--- src/rtl/fifo_sync_ctrl_if.sv ---
// rtl/fifo_sync_ctrl_if.sv - producer/consumer bundle for the synchronous FIFO controller
//
// Purpose : groups the FIFO access, status and error signals into one bundle.
// Modports:
//   master : the producer/consumer side; drives flush, wr_en, data_in and rd_en.
//   slave  : the FIFO side; drives data_out, rd_valid, flags, count and errors.
// Signals :
//   flush        sync active-high flush
//   wr_en        write request, data_in the write word
//   rd_en        read request, data_out the registered read word
//   rd_valid     data_out carries the word read on the previous cycle
//   full/empty   occupancy at DEPTH / 0
//   almost_full  count >= AF_LEVEL; almost_empty count <= AE_LEVEL
//   count        occupancy 0..DEPTH
//   overflow     rejected write; underflow rejected read
interface fifo_sync_ctrl_if #(
  parameter int DATA_W = 8,
  parameter int ADDR_W = 5
);
  logic              flush;
  logic              wr_en;
  logic [DATA_W-1:0] data_in;
  logic              rd_en;
  logic [DATA_W-1:0] data_out;
  logic              rd_valid;
  logic              full;
  logic              empty;
  logic              almost_full;
  logic              almost_empty;
  logic [ADDR_W:0]   count;
  logic              overflow;
  logic              underflow;

  modport master (
    output flush, wr_en, data_in, rd_en,
    input  data_out, rd_valid, full, empty, almost_full, almost_empty,
           count, overflow, underflow
  );

  modport slave (
    input  flush, wr_en, data_in, rd_en,
    output data_out, rd_valid, full, empty, almost_full, almost_empty,
           count, overflow, underflow
  );
endinterface

--- src/rtl/fifo_sync_ctrl.sv ---
// rtl/fifo_sync_ctrl.sv - parametrised synchronous FIFO with FSM-controlled pointers
//
// Purpose : single-clock FIFO with occupancy count, full/empty and programmable
//           almost flags, overflow/underflow detection and a synchronous flush.
// Ports   :
//   clk    rising-edge clock
//   Clear  asynchronous active-low reset (memory contents are not cleared)
//   bus    fifo_sync_ctrl_if.slave; see the interface file for signal list
// Config  : define FIFO_STICKY_ERR_EN to make overflow/underflow sticky until
//           Clear or flush; otherwise they are one-cycle registered pulses.
module fifo_sync_ctrl #(
  parameter int DATA_W   = 8,
  parameter int ADDR_W   = 5,
  parameter int AF_LEVEL = 28,
  parameter int AE_LEVEL = 4
) (
  input  logic           clk,
  input  logic           Clear,
  fifo_sync_ctrl_if.slave bus
);

  localparam logic [ADDR_W:0] DEPTH = (ADDR_W+1)'(1) << ADDR_W;
  localparam logic [ADDR_W:0] AF_L  = (ADDR_W+1)'(AF_LEVEL);
  localparam logic [ADDR_W:0] AE_L  = (ADDR_W+1)'(AE_LEVEL);

  typedef enum logic [1:0] {
    ST_EMPTY  = 2'd0,
    ST_NORMAL = 2'd1,
    ST_FULL   = 2'd2
  } state_t;

  state_t            state_q, state_d;
  logic [DATA_W-1:0] mem [(1<<ADDR_W)];
  logic [ADDR_W-1:0] wr_ptr, rd_ptr;
  logic [ADDR_W:0]   count_q, count_nxt;
  logic [DATA_W-1:0] data_out_q;
  logic              rd_valid_q;
  logic              overflow_q, underflow_q;

  logic full_w, empty_w;
  logic rd_acc, wr_acc;
  logic ovf_evt, udf_evt;

  // Flags come only from registered state/count, never from the requests.
  assign empty_w = (state_q == ST_EMPTY);
  assign full_w  = (state_q == ST_FULL);

  // A full FIFO still takes a write when a read frees a slot in the same cycle.
  assign rd_acc  = bus.rd_en && !empty_w && !bus.flush;
  assign wr_acc  = bus.wr_en && (!full_w || rd_acc) && !bus.flush;
  assign ovf_evt = bus.wr_en && !wr_acc && !bus.flush;
  assign udf_evt = bus.rd_en && !rd_acc && !bus.flush;

  assign count_nxt = count_q + (ADDR_W+1)'(wr_acc) - (ADDR_W+1)'(rd_acc);

  always_comb begin
    state_d = state_q;
    if (bus.flush) begin
      state_d = ST_EMPTY;
    end else begin
      case (state_q)
        ST_EMPTY:  if (wr_acc) state_d = (count_nxt == DEPTH) ? ST_FULL : ST_NORMAL;
        ST_NORMAL: begin
          if (count_nxt == '0)        state_d = ST_EMPTY;
          else if (count_nxt == DEPTH) state_d = ST_FULL;
        end
        ST_FULL:   if (rd_acc && !wr_acc) state_d = (count_nxt == '0) ? ST_EMPTY : ST_NORMAL;
        default:   state_d = ST_EMPTY;
      endcase
    end
  end

  always_ff @(posedge clk or negedge Clear) begin
    if (!Clear) state_q <= ST_EMPTY;
    else        state_q <= state_d;
  end

  // Storage has no reset; writes are blocked while Clear is held low.
  always_ff @(posedge clk) begin
    if (wr_acc && Clear) mem[wr_ptr] <= bus.data_in;
  end

  always_ff @(posedge clk or negedge Clear) begin
    if (!Clear) begin
      wr_ptr      <= '0;
      rd_ptr      <= '0;
      count_q     <= '0;
      data_out_q  <= '0;
      rd_valid_q  <= 1'b0;
      overflow_q  <= 1'b0;
      underflow_q <= 1'b0;
    end else if (bus.flush) begin
      wr_ptr      <= '0;
      rd_ptr      <= '0;
      count_q     <= '0;
      rd_valid_q  <= 1'b0;
      overflow_q  <= 1'b0;
      underflow_q <= 1'b0;
    end else begin
      if (wr_acc) wr_ptr <= wr_ptr + 1'b1;
      if (rd_acc) begin
        rd_ptr     <= rd_ptr + 1'b1;
        data_out_q <= mem[rd_ptr];
      end
      rd_valid_q <= rd_acc;
      count_q    <= count_nxt;
`ifdef FIFO_STICKY_ERR_EN
      overflow_q  <= overflow_q  | ovf_evt;
      underflow_q <= underflow_q | udf_evt;
`else
      overflow_q  <= ovf_evt;
      underflow_q <= udf_evt;
`endif
    end
  end

  assign bus.data_out     = data_out_q;
  assign bus.rd_valid     = rd_valid_q;
  assign bus.full         = full_w;
  assign bus.empty        = empty_w;
  assign bus.almost_full  = (count_q >= AF_L);
  assign bus.almost_empty = (count_q <= AE_L);
  assign bus.count        = count_q;
  assign bus.overflow     = overflow_q;
  assign bus.underflow    = underflow_q;

endmodule

--- src/flat_wrapper.sv ---
// flat-port wrapper written by rule: the top's interface ports become plain ports
module fifo_sync_ctrl_flat 
#(
  parameter int DATA_W   = 8,
  parameter int ADDR_W   = 5,
  parameter int AF_LEVEL = 28,
  parameter int AE_LEVEL = 4
)
  (clk, Clear, bus_flush, bus_wr_en, bus_data_in, bus_rd_en, bus_data_out, bus_rd_valid, bus_full, bus_empty, bus_almost_full, bus_almost_empty, bus_count, bus_overflow, bus_underflow);
  fifo_sync_ctrl_if #(.DATA_W(DATA_W), .ADDR_W(ADDR_W)) bus_i ();
  input  logic clk;
  input  logic Clear;
  input wire logic [$bits(bus_i.flush)-1:0] bus_flush;
  input wire logic [$bits(bus_i.wr_en)-1:0] bus_wr_en;
  input wire logic [$bits(bus_i.data_in)-1:0] bus_data_in;
  input wire logic [$bits(bus_i.rd_en)-1:0] bus_rd_en;
  output wire logic [$bits(bus_i.data_out)-1:0] bus_data_out;
  output wire logic [$bits(bus_i.rd_valid)-1:0] bus_rd_valid;
  output wire logic [$bits(bus_i.full)-1:0] bus_full;
  output wire logic [$bits(bus_i.empty)-1:0] bus_empty;
  output wire logic [$bits(bus_i.almost_full)-1:0] bus_almost_full;
  output wire logic [$bits(bus_i.almost_empty)-1:0] bus_almost_empty;
  output wire logic [$bits(bus_i.count)-1:0] bus_count;
  output wire logic [$bits(bus_i.overflow)-1:0] bus_overflow;
  output wire logic [$bits(bus_i.underflow)-1:0] bus_underflow;
  assign bus_i.flush = bus_flush;
  assign bus_i.wr_en = bus_wr_en;
  assign bus_i.data_in = bus_data_in;
  assign bus_i.rd_en = bus_rd_en;
  assign bus_data_out = bus_i.data_out;
  assign bus_rd_valid = bus_i.rd_valid;
  assign bus_full = bus_i.full;
  assign bus_empty = bus_i.empty;
  assign bus_almost_full = bus_i.almost_full;
  assign bus_almost_empty = bus_i.almost_empty;
  assign bus_count = bus_i.count;
  assign bus_overflow = bus_i.overflow;
  assign bus_underflow = bus_i.underflow;
  fifo_sync_ctrl #(.DATA_W(DATA_W), .ADDR_W(ADDR_W), .AF_LEVEL(AF_LEVEL), .AE_LEVEL(AE_LEVEL)) u_core (.clk(clk), .Clear(Clear), .bus(bus_i));
endmodule
--- config.mk ---
export PLATFORM = sky130hd
export DESIGN_NAME = fifo_sync_ctrl_flat
export DESIGN_NICKNAME = d
export VERILOG_FILES = /design/src/rtl/fifo_sync_ctrl_if.sv /design/src/rtl/fifo_sync_ctrl.sv /design/src/flat_wrapper.sv
export SDC_FILE = /design/constraint.sdc
export NUM_CORES = 1
export LEC_CHECK = 0
export CAP_MARGIN = 25
export CELL_PAD_IN_SITES_DETAIL_PLACEMENT = 2
export CELL_PAD_IN_SITES_GLOBAL_PLACEMENT = 2
export CORE_UTILIZATION = 51
export DETAILED_ROUTE_END_ITERATION = 16
export PLACE_DENSITY = 0.84
export SLEW_MARGIN = 20
export SYNTH_ARGS = -nofsm -noshare
export SYNTH_HDL_FRONTEND = slang
export SYNTH_SLANG_ARGS = --single-unit
--- constraint.sdc ---
create_clock -name clk -period 7.8 [get_ports clk]
set_input_delay 1.17 -clock clk [delete_from_list [all_inputs] [get_ports clk]]
set_output_delay 1.17 -clock clk [all_outputs]
set_load 0.1 [all_outputs]
==> results of run 1 <==
-- placed cells by master (no fill, tap or decap), types with 2 or more instances in the layout --
cell	netlist	layout
buf_8	0	4
nand2b_1	6	6
nor3_1	3	3
nor2_1	53	53
a21oi_1	3	3
clkdlybuf4s50_1	0	28
nand4_1	4	4
clkbuf_1	11	8
nor4_1	8	8
or3b_2	2	2
dfrtp_1	29	27
nand2_1	14	14
clkbuf_8	0	3
buf_4	2	3
a31oi_1	2	2
mux2_2	8	8
clkinv_1	0	4
inv_1	14	14
nor2b_1	8	8
nand3b_1	6	6
bufinv_16	0	3
o21ai_0	2	2
or3_1	4	4
buf_2	5	5
edfxtp_1	256	256
clkbuf_16	0	29
ha_1	15	15
clkinv_2	0	5
nand3_1	3	3
mux2i_1	2	2
o22ai_1	32	32
xor2_1	8	8
mux4_2	64	64
xnor2_1	3	3
-- cells by family after synthesis --
group	synth area share, %
XOR/XNOR	0.851
adder cells (fa/ha/maj)	1.84
multiplexers	13.7
flip-flops	74.3
AO/OA/AOI/OAI	2.53
buffers and inverters	1.71
AND/OR/NAND/NOR	5.01
-- metrics by stage --
stage | power, mW | hold slack [ns] | setup slack [ns] | util [%]
2_1_floorplan | 2.55 | 0.466 | 3.62 | -
3_3_place_gp | 2.76 | 0.502 | 2.79 | 54.6
3_5_place_dp | 2.83 | 0.528 | 2.34 | 54.9
4_1_cts | 4.25 | 0.561 | 2.75 | 59.2
5_1_grt | 4.34 | 0.583 | 2.59 | 59.1
6_report | 4.22 | 0.570 | 2.75 | 59.1
-- path summary, 6_finish.rpt --
path	startpoint	endpoint	slack [ns]
min in group asynchronous	Clear	u_core.rd_ptr[0]	1.05
max	bus_flush	u_core.state_q[0]	2.75
min	u_core.state_q[1]	u_core.bus.underflow	0.57
max reg2reg	u_core.state_q[0]	u_core.state_q[0]	4.10
min reg2reg	u_core.state_q[1]	u_core.bus.underflow	0.57
max in group asynchronous	Clear	u_core.rd_ptr[0]	6.39
-- power groups by stage --
stage               registers [mW]  clock network (mW)  logic (mW)
finish                        1.80                1.41        1.01
global route                  1.81                1.47        1.06
CTS                           1.80                1.43        1.02
detailed placement            1.83                   0       0.992
global placement              1.83                   0       0.929
floorplan                     2.02                   0       0.528
-- state kept, by name (all words and copies together), names as in the netlist --
| signal | flops |
|---|---|
| u_core.bus.count | 6 |
| u_core.bus.data_out | 8 |
| u_core.bus.overflow | 1 |
| u_core.bus.rd_valid | 1 |
| u_core.bus.underflow | 1 |
| u_core.mem | 256 |
| u_core.rd_ptr | 5 |
| u_core.state_q | 2 |
| u_core.wr_ptr | 5 |
-- cell type report --
type                    instances  area (sq um)  share of cell area [%]
flip-flops and latches        285          8420                    65.5
repair buffers                 40           388                    3.02
inverters                      14          52.6                   0.409
clock inverters                14           146                    1.14
well taps                     280           350                    2.72
multi-input cells             261          2710                    21.1
clock buffers                  40           797                    6.20
-- metal layers --
metal	track usage (%)	vias up	share of wire, %
met1	39.5	3308	38
li1	-	2453	-
met5	0	-	0
met2	55.0	286	52
met3	4.16	80	5.3
met4	13.6	0	4.5
==> impl_results.md, run 1 <==
* Antenna violations before repair at 0
* Sequential share of the synthesized area at around 74%
* Routed WL at 33.7 mm
* Area growth syn-to-layout at 13.7%
* Commonest cells post-synth: edfxtp_1 (256), mux4_2 (64), nor2_1 (53)
* Ys async rst share at about a tenth
* Comb power frac at about a quarter
* Cell family with most CP delay: simple AND/OR/NAND/NOR gates
* Area of the mapped netlist at between 0.01 and 0.015 sq mm
* YS warnings at 0
* EDFF count, synth at ~260
* Resized cells post-CTS at 0
* # DRC at 0
* DR iter-0 viols at 490
* Placed cells at 880
* Setup_tns at 0 ns
* P_int at about 2.9 mW
* Finish-stage setup viols at 0
* GRT Util Overall at about a third
* Startpoint types: primary input
* Post-Syn Nets at 613
* Clock Latency Late Sink at 0.56 ns
* Final min period at 5.05 ns
* Reg2Reg Depth at 13
* Fin cells at about 930
* First-pass GRT wire length at slightly below 50 mm
* Initial Util at a little over half
* WP depth at 14
* DR pass1 iterations at 5
* Port bufs at 33
* Largest cells by area after synthesis: edfxtp_1 (68%), mux4_2 (13%), dfrtp_1 (6.4%)
* I/O pins at 34
* Ant diodes at 0
* Top-count cell post-synth: edfxtp_1
* Crit end category: register
* Worst hold path type: register to register
* FP Rows at 54
* CP peak stage delay at just over 0.9 ns
* Reg power frac at between 40% and 50%
* Die Y at approximately 150 um
* Kind of critical path: primary input to register
* Core area at 0.0218 sq mm
* WL/cell at 36.1 um
* Vias per inst at about 6.6
* Hold_buf cts at 0
* Fin Clk Skew at 0.0166 ns
* Synth Register Bits at about 290
* Hold path depth at 1
* Die ar. at roughly 0.023 sq mm
* Pin count of the biggest net entering global routing at 56
* Largest area contributor in the netlist: edfxtp_1
* Netlist cell types at 40
* Crit Path Max Fanout at 23
* Share of the synthesized area in the top cell type at 67.9%
* Slew Limit Fails at 0
* Clock buffer depth at 3
* Share of post-route cells with drive strength above 1 at between 20% and 30%
* Fillers at ~1700
* DIE WIDTH at roughly 150 um
* Clk slew on worst S/H paths at roughly 0.060 ns
* Syn_area_per_cell at 19.4 sq um
* Clock share of power at between 30% and 40%
* Sw Ratio at a little under a third
* Root Buffer: clkbuf_16
* Cts bufs inserted at 29
* Critical path required time at 8.19 ns
* FMAX at just under 200 MHz
* Dpl cell area at 0.0119 sq mm
* Vias in the first global route at 6779
* P_sw at approximately 1.3 mW
* Slew margin rel. at ~31%
* Post-CTS Setup Repair Bufs at 0
* Worst Path Buf+Inv at 2
* Worst-Margin Slew at between 1 and 1.5 ns
* Power per cell area at 328 mW/mm^2
* Final GP Congestion at 0.827
* Run status: complete, no violations
* CP Cell Sequence: clkdlybuf4s50_1, nand2b_1, nor2_2, o21a_2, nor2b_1, ha_1, inv_1, fa_1, nand2b_1, a21oi_1, o21ai_0, a211o_1, o21ai_0, a31oi_1
* Worst path slowest cell: clkdlybuf4s50_1
* Fin area at about 0.013 sq mm
* Synth Flop Type: edfxtp_1
* Number of nets in the layout at between 600 and 700
* Maximum vdd drop at 204 uV
* CTS HTree Levels at 1
* Routed Antenna Nets at 0
* Max-Cap Viols at 0
* Via count at ~6100
* Cells after Synth at around 600
* Leakage power at just over 4 nW
* Grt total ovfl at 0
* Sink Count at approximately 290
* CTS tree: done
* WP data arrival at about 5.4 ns
* Final hold vios at 0
* Detailed placer's ending HPWL at 20.4 mm
* Share of the clock period used by the worst path at roughly 65%
* RSZ-0062 raised after global routing: no
(Power assumes the default switching activity.)
==> inputs of run 2 (changes only) <==
Settings changed: CORE_UTILIZATION 51 to 43, PLACE_DENSITY 0.84 to 0.76.
Clock period 7.8 ns to 4.5 ns, I/O delays scaled along.
==> run 2 against run 1 <==
  * Clock power increased by 72%
  * Final cell count increased by 7.3%
  * Power increased by 73%
  * Clock skew decreased by 0.0085 ns
  * Via count decreased by 4.6%
  * Register-to-register slack got worse by 2.9 ns
  * Largest power group unchanged
  * Highest routed layer unchanged
==> impl_results.md, run 2 (synthesis gave the netlist of run 1 again) <==
* Routed WL at 29.7 mm (-12%)
* Finish-stage setup viols at 0 (unchanged)
* Run status: complete, no violations
* Kind of critical path: primary input to register
* Die Y at 164 um (+8.8%)
* Area growth syn-to-layout at 15.7%
* Share of post-route cells with drive strength above 1 at 21.7% (+1.4 points)
* DR iter-0 viols at 436 (-11%)
* CTS HTree Levels at 1 (unchanged)
* Most frequent cells in the layout: edfxtp_1 (256), mux4_2 (64), nor2_1 (53), o22ai_1 (32)
* Fin area at 0.0131 sq mm (+1.8%)
* Final min period at between 3 and 4 ns
* Resized cells post-CTS at 0 (unchanged)
* Final GP Congestion at 0.849 (+2.7%)
* Worst path slowest cell: clkdlybuf4s50_1
* Largest register FFs at 256 (unchanged)
* Dpl cell area at 0.0121 sq mm (+1.4%)
* CTS tree: done
* Crit Path Max Fanout at 7 (-70%)
* Via count at 5844 (-4.6%)
* Initial Util at 43.7% (-8.3 points)
* DIE WIDTH at 164 um (+8.8%)
* Startpoint types: primary input
* Final worst setup slack at 1.02 ns (-1.73 ns)
* Hold_buf cts at 0 (unchanged)
* Critical path required time at 4.99 ns (-3.20 ns)
* Cts bufs inserted at 30 (+3.4%)
* I/O pins at 34 (unchanged)
* Setup_tns at 0 ns (unchanged)
* Die ar. at 0.0270 sq mm (+18%)
* WL/cell at 29.6 um (-18%)
* Leakage power at 4.20 nW (+2.3%)
* Clock share of power at 33.4% (about the same)
* Clk slew on worst S/H paths at 0.06 ns (about the same)
* FP Rows at 59 (+9.3%)
* Share of the clock period used by the worst path at between 70 and 80%
* Routed Antenna Nets at 0 (unchanged)
* Worst-Margin Slew at 0.998 ns (-0.0288 ns)
* Core area at 0.0259 sq mm (+19%)
* GRT Util Overall at 23.3% (-8.2 points)
* P_sw at 2.24 mW (+67%)
* Clock Latency Late Sink at 0.55 ns (about the same)
* CP peak stage delay at 0.52 ns (-0.40 ns)
* Grt total ovfl at 0 (unchanged)
* Final hold vios at 0 (unchanged)
* Reg power frac at 42.3% (-0.4 points)
* Comb power frac at 24.3% (+0.4 points)
* Setup slack at placement at 0.422 ns (-1.92 ns)
* Slew margin rel. at 33.2% (+1.9 points)
* Max-Cap Viols at 0 (unchanged)
* First-pass GRT wire length at 44.4 mm (-9.1%)
* RSZ-0062 raised after global routing: no
* Power per cell area at 556 mW/mm^2 (+70%)
* Maximum vdd drop at 408 uV (+100%)
* Worst R2R Setup Slack at 1.20 ns (-2.90 ns)
* Vias in the first global route at 6564 (-3.2%)
* WP data arrival at 3.97 ns (-1.46 ns)
* Sw Ratio at 30.8% (-1.1 points)
* Most used cell, CP: nand2b_1
* Commonest non-fill, non-tap cell in the layout: edfxtp_1
* Fin Clk Skew at 0.00811 ns (-0.00852 ns)
* Sink Count at 285 (unchanged)
* Worst hold path type: primary input to asynchronous set/reset pin
* Register name with the most flops: u_core.mem
* Vias per inst at 5.83 (-11%)
* Post-CTS Setup Repair Bufs at 0 (unchanged)
* P_int at 5.04 mW (+76%)
* Slew Limit Fails at 0 (unchanged)
* FMAX at 287 MHz
* Min Hold Slack at 0.187 ns (-0.383 ns)
* Antenna violations before repair at 0 (unchanged)
* Detailed placer's ending HPWL at 20.2 mm (-0.91%)
* Number of nets in the layout at 673 (+2.0%)
* Port bufs at 33 (unchanged)
* Root Buffer: clkbuf_16
* Crit end category: register
* Pin count of the biggest net entering global routing at 34 (-39%)
* Clock buffer depth at 3 (unchanged)
* Ant diodes at 0 (unchanged)
* DR pass1 iterations at 4 (-1)
* # DRC at 0 (unchanged)
* CP Cell Sequence: clkdlybuf4s50_1, nand2b_1, nor2_2, o21a_2, nor2b_1, ha_1, inv_1, fa_1, nand2b_1, a21oi_1, o21ai_0, a211o_1, nor3_1, a22o_1
## run 2: power groups by stage
| stage | logic [mW] | clock network (mW) | registers, mW |
|---|---|---|---|
| 2_1_floorplan | 0.915 | 0 | 3.50 |
| 3_3_place_gp | 1.61 | 0 | 3.20 |
| 3_5_place_dp | 1.78 | 0 | 3.15 |
| 4_1_cts | 1.79 | 2.47 | 3.09 |
| 5_1_grt | 1.86 | 2.56 | 3.10 |
| 6_report | 1.77 | 2.43 | 3.08 |
## run 2: through the flow
stage          cells  power [mW]  util (%)
2_1_floorplan    584        4.42         -
3_3_place_gp     941        4.81      46.4
6_report        1002        7.28      50.5
5_1_grt         1002        7.52      50.5
3_5_place_dp     946        4.92      46.7
4_1_cts         1001        7.35      50.5
## run 2: worst paths after layout
check | cells after the start | endpoint | start
min in group clk | 1 | u_core.bus.data_out[0] | u_core.bus.data_out[0]
max | 14 | u_core.state_q[1] | bus_rd_en
min | 2 | u_core.bus.data_out[5] | Clear
min reg2reg | 1 | u_core.bus.data_out[0] | u_core.bus.data_out[0]
max reg2reg | 13 | u_core.state_q[1] | u_core.state_q[1]
max in group asynchronous | 2 | u_core.rd_ptr[0] | Clear
## run 2: cell type report
| type | count | area, sq um |
|---|---|---|
| tap | 335 | 419 |
| timing repair buffer | 52 | 517 |
| clock buffer | 41 | 863 |
| fill | 2248 | 12800 |
| multi-input combinational | 261 | 2710 |
| inverter | 14 | 52.6 |
| sequential | 285 | 8420 |
| clock inverter | 14 | 114 |
## run 2: metal layers
| layer | part of all wire (%) | global-route usage, % | vias to the layer above |
|---|---|---|---|
| li1 | - | - | 2472 |
| met1 | 41 | 31.2 | 3144 |
| met2 | 51 | 40.1 | 188 |
| met3 | 5.5 | 3.11 | 40 |
| met4 | 2.1 | 6.48 | 0 |
| met5 | 0 | 0 | - |
## run 2: worst max-delay path: cells and delay by family
family,cells,cell delay (ns)
AO/OA/AOI/OAI,5,1.09
adder cells (fa/ha/maj),2,0.64
buffers and inverters,2,0.60
AND/OR/NAND/NOR,5,0.95
==> inputs of run 3 (changes only) <==
Clock period 4.5 ns to 3.13 ns, I/O delays scaled along.
==> run 3 against run 2 <==
  * Clock-buffer cell count decreased by 7
  * Utilization up 1.6 points
  * Cell area increased by 3.1%
  * Critical endpoint unchanged
  * Highest routed layer unchanged
==> impl_results.md, run 3 (synthesis gave the netlist of run 1 again) <==
* Run status: complete, no violations
* Power per cell area at 810 mW/mm^2 (+46%)
* CTS HTree Levels at 1 (unchanged)
* Fin Clk Skew at 0.0142 ns (+0.00611 ns)
* Final worst setup slack at 0.273 ns (-0.748 ns)
* Clock buffer depth at 3 (unchanged)
* Final min period at 2.86 ns
* Worst path slowest cell: dfrtp_1
* Largest register FFs at 256 (unchanged)
* DR pass1 iterations at 5 (+1)
* Setup_tns at 0 ns (unchanged)
* Final hold vios at 0 (unchanged)
* Share of the clock period used by the worst path at around 90%
* CTS tree: done
* Antenna violations before repair at 0 (unchanged)
* Initial Util at 43.7% (unchanged)
* FP Rows at 59 (unchanged)
* Tot Pwr at 10.9 mW (+50%)
* Kind of critical path: register to register
* Most frequent cells in the layout: edfxtp_1 (256), buf_4 (75), mux4_2 (64), nor2_1 (52), o22ai_1 (32)
* GRT Util Overall at 25.0% (+1.7 points)
* GRT Max-Usage Layer: met2
* Ant diodes at 0 (unchanged)
* Die ar. at 0.0270 sq mm (unchanged)
* I/O pins at 34 (unchanged)
* Final GP Congestion at 0.852 (+0.28%)
* Sink Count at 285 (unchanged)
* Crit Path Max Fanout at 5 (-2)
* Worst Path Buf+Inv at 2 (unchanged)
* Slew Limit Fails at 0 (unchanged)
* Max-Cap Viols at 0 (unchanged)
* Commonest non-fill, non-tap cell in the layout: edfxtp_1
* Root Buffer: clkbuf_16
* Startpoint types: register
* Die Y at 164 um (unchanged)
* RSZ-0062 raised after global routing: no
* # DRC at 0 (unchanged)
* Maximum vdd drop at 666 uV (+63%)
* Detailed placer's ending HPWL at 19.9 mm (-1.8%)
* Fillers at 2254 (+0.27%)
* Met2 usage at 43.0% (+3.0 points)
* Multi-input combinational cell area at 0.00273 sq mm (+0.69%)
* Sequential Area at 0.00842 sq mm (unchanged)
* WL/cell at 30.9 um (+4.3%)
* Pin count of the biggest net entering global routing at 33 (-2.9%)
* Cts bufs inserted at 30 (unchanged)
* Vias in the first global route at 6881 (+4.8%)
* Clk slew on worst S/H paths at 0.06 ns (about the same)
* Layout Utilization at 52.1% (+1.6 points)
* Worst-Margin Slew at 0.687 ns (-0.312 ns)
* Crit end category: register
* FMAX at 350 MHz
* Worst hold path type: primary input to asynchronous set/reset pin
* Slew margin rel. at 54.2% (+21 points)
* Fin area at 0.0135 sq mm (+3.1%)
* Routed Antenna Nets at 0 (unchanged)
* Routed WL at 32.2 mm (+8.6%)
* Leakage power at 4.48 nW (+6.6%)
* WP data arrival at 3.35 ns (-0.62 ns)
* Grt total ovfl at 0 (unchanged)
* Post-CTS Setup Repair Bufs at 0 (unchanged)
* CP peak stage delay at 0.45 ns (-0.07 ns)
* Critical path required time at 3.62 ns (-1.37 ns)
* Core area at 0.0259 sq mm (unchanged)
* Vias per inst at 5.86 (+0.49%)
* DR iter-0 viols at 450 (+3.2%)
* Met1 Use GR at 32.1% (+0.96 points)
* First-pass GRT wire length at 46.9 mm (+5.7%)
* Dpl cell area at 0.0124 sq mm (+2.4%)
* Cell family with most CP delay: adder cells
* Setup slack at placement at -0.235 ns (-0.657 ns)
* Via count at 6113 (+4.6%)
* Met3 Use GR at 3.91% (+0.81 points)
* Register name with the most flops: u_core.mem
* Area growth syn-to-layout at 19.3%
* Share of post-route cells with drive strength above 1 at 30.5% (+8.8 points)
* Finish-stage setup viols at 0 (unchanged)
* DIE WIDTH at 164 um (unchanged)
* Number of nets in the layout at 713 (+5.9%)
* Port bufs at 33 (unchanged)
* CP Cell Sequence: nor2_4, nor2_4, ha_1, inv_1, ha_1, inv_1, fa_1, nand2b_1, a21oi_2, o21ai_0, a211o_1, nor3_1, a22o_1
* Clock Latency Late Sink at 0.56 ns (about the same)
-- run 3: cell types whose count changed in the layout (fill, tap and decap cells not counted), sizes merged --
cell           delta
buf              +60
clkdlybuf4s50    -19
bufinv            +4
clkbuf            -8
clkinvlp          +7
clkinv            -3
-- run 3: per-layer routing --
metal	vias up	routed length (um)
met2	201	16300
met4	0	1010
met1	3304	13200
met3	58	1650
li1	2550	-
met5	-	0
-- run 3: per-stage QoR --
stage / instances / hold WS (ns)
after CTS: 1043 / 0.374
final: 1043 / 0.370
after global placement: 987 / 0.505
after floorplan: 584 / 0.174
after global routing: 1043 / 0.404
after detailed placement: 987 / 0.513
-- run 3: what timing repair did --
| item | 4_1_cts | 5_1_grt |
|---|---|---|
| hold buffers | 0 | 0 |
| gates resized for setup | 0 | 1 |
| setup endpoints to repair | 0 | 1 |
-- run 3: worst register-to-register path: stages, from the launching register on --
cell and delay [ns]:
dfrtp_1 0.45, nor2_4 0.20, nor2_4 0.07, ha_1 0.28, inv_1 0.08, ha_1 0.18, inv_1 0.07, fa_1 0.42
nand2b_1 0.17, a21oi_2 0.18, o21ai_0 0.12, a211o_1 0.28, nor3_1 0.14, a22o_1 0.15
-- run 3: where the power goes --
group | total, mW | switching [mW] | internal (mW) | leakage [nW]
combinational | 2.55 | 1.64 | 0.914 | 1.28
sequential | 4.47 | 0.201 | 4.27 | 2.68
clock | 3.91 | 1.55 | 2.37 | 0.520
-- run 3: layout make-up --
class,count,area share (%)
Sequential cell,285,62.4
Multi-Input combinational cell,261,20.2
Tap cell,335,3.11
Clock inverter,22,2.07
Inverter,14,0.389
Clock buffer,34,6.05
Timing Repair Buffer,92,5.80
-- run 3: worst paths after layout --
path / from / endpoint / slack, ns / depth (start not counted)
worst max-delay path: u_core.state_q[0] / u_core.state_q[1] / 0.27 / 13
worst min-delay path: Clear / u_core.bus.underflow / 0.37 / 2
worst max register to register: u_core.state_q[0] / u_core.state_q[1] / 0.27 / 13
worst min register to register: u_core.bus.data_out[0] / u_core.bus.data_out[0] / 0.52 / 1
max in group asynchronous: Clear / u_core.rd_ptr[0] / 2.41 / 2
min in group clk: u_core.bus.data_out[0] / u_core.bus.data_out[0] / 0.52 / 1
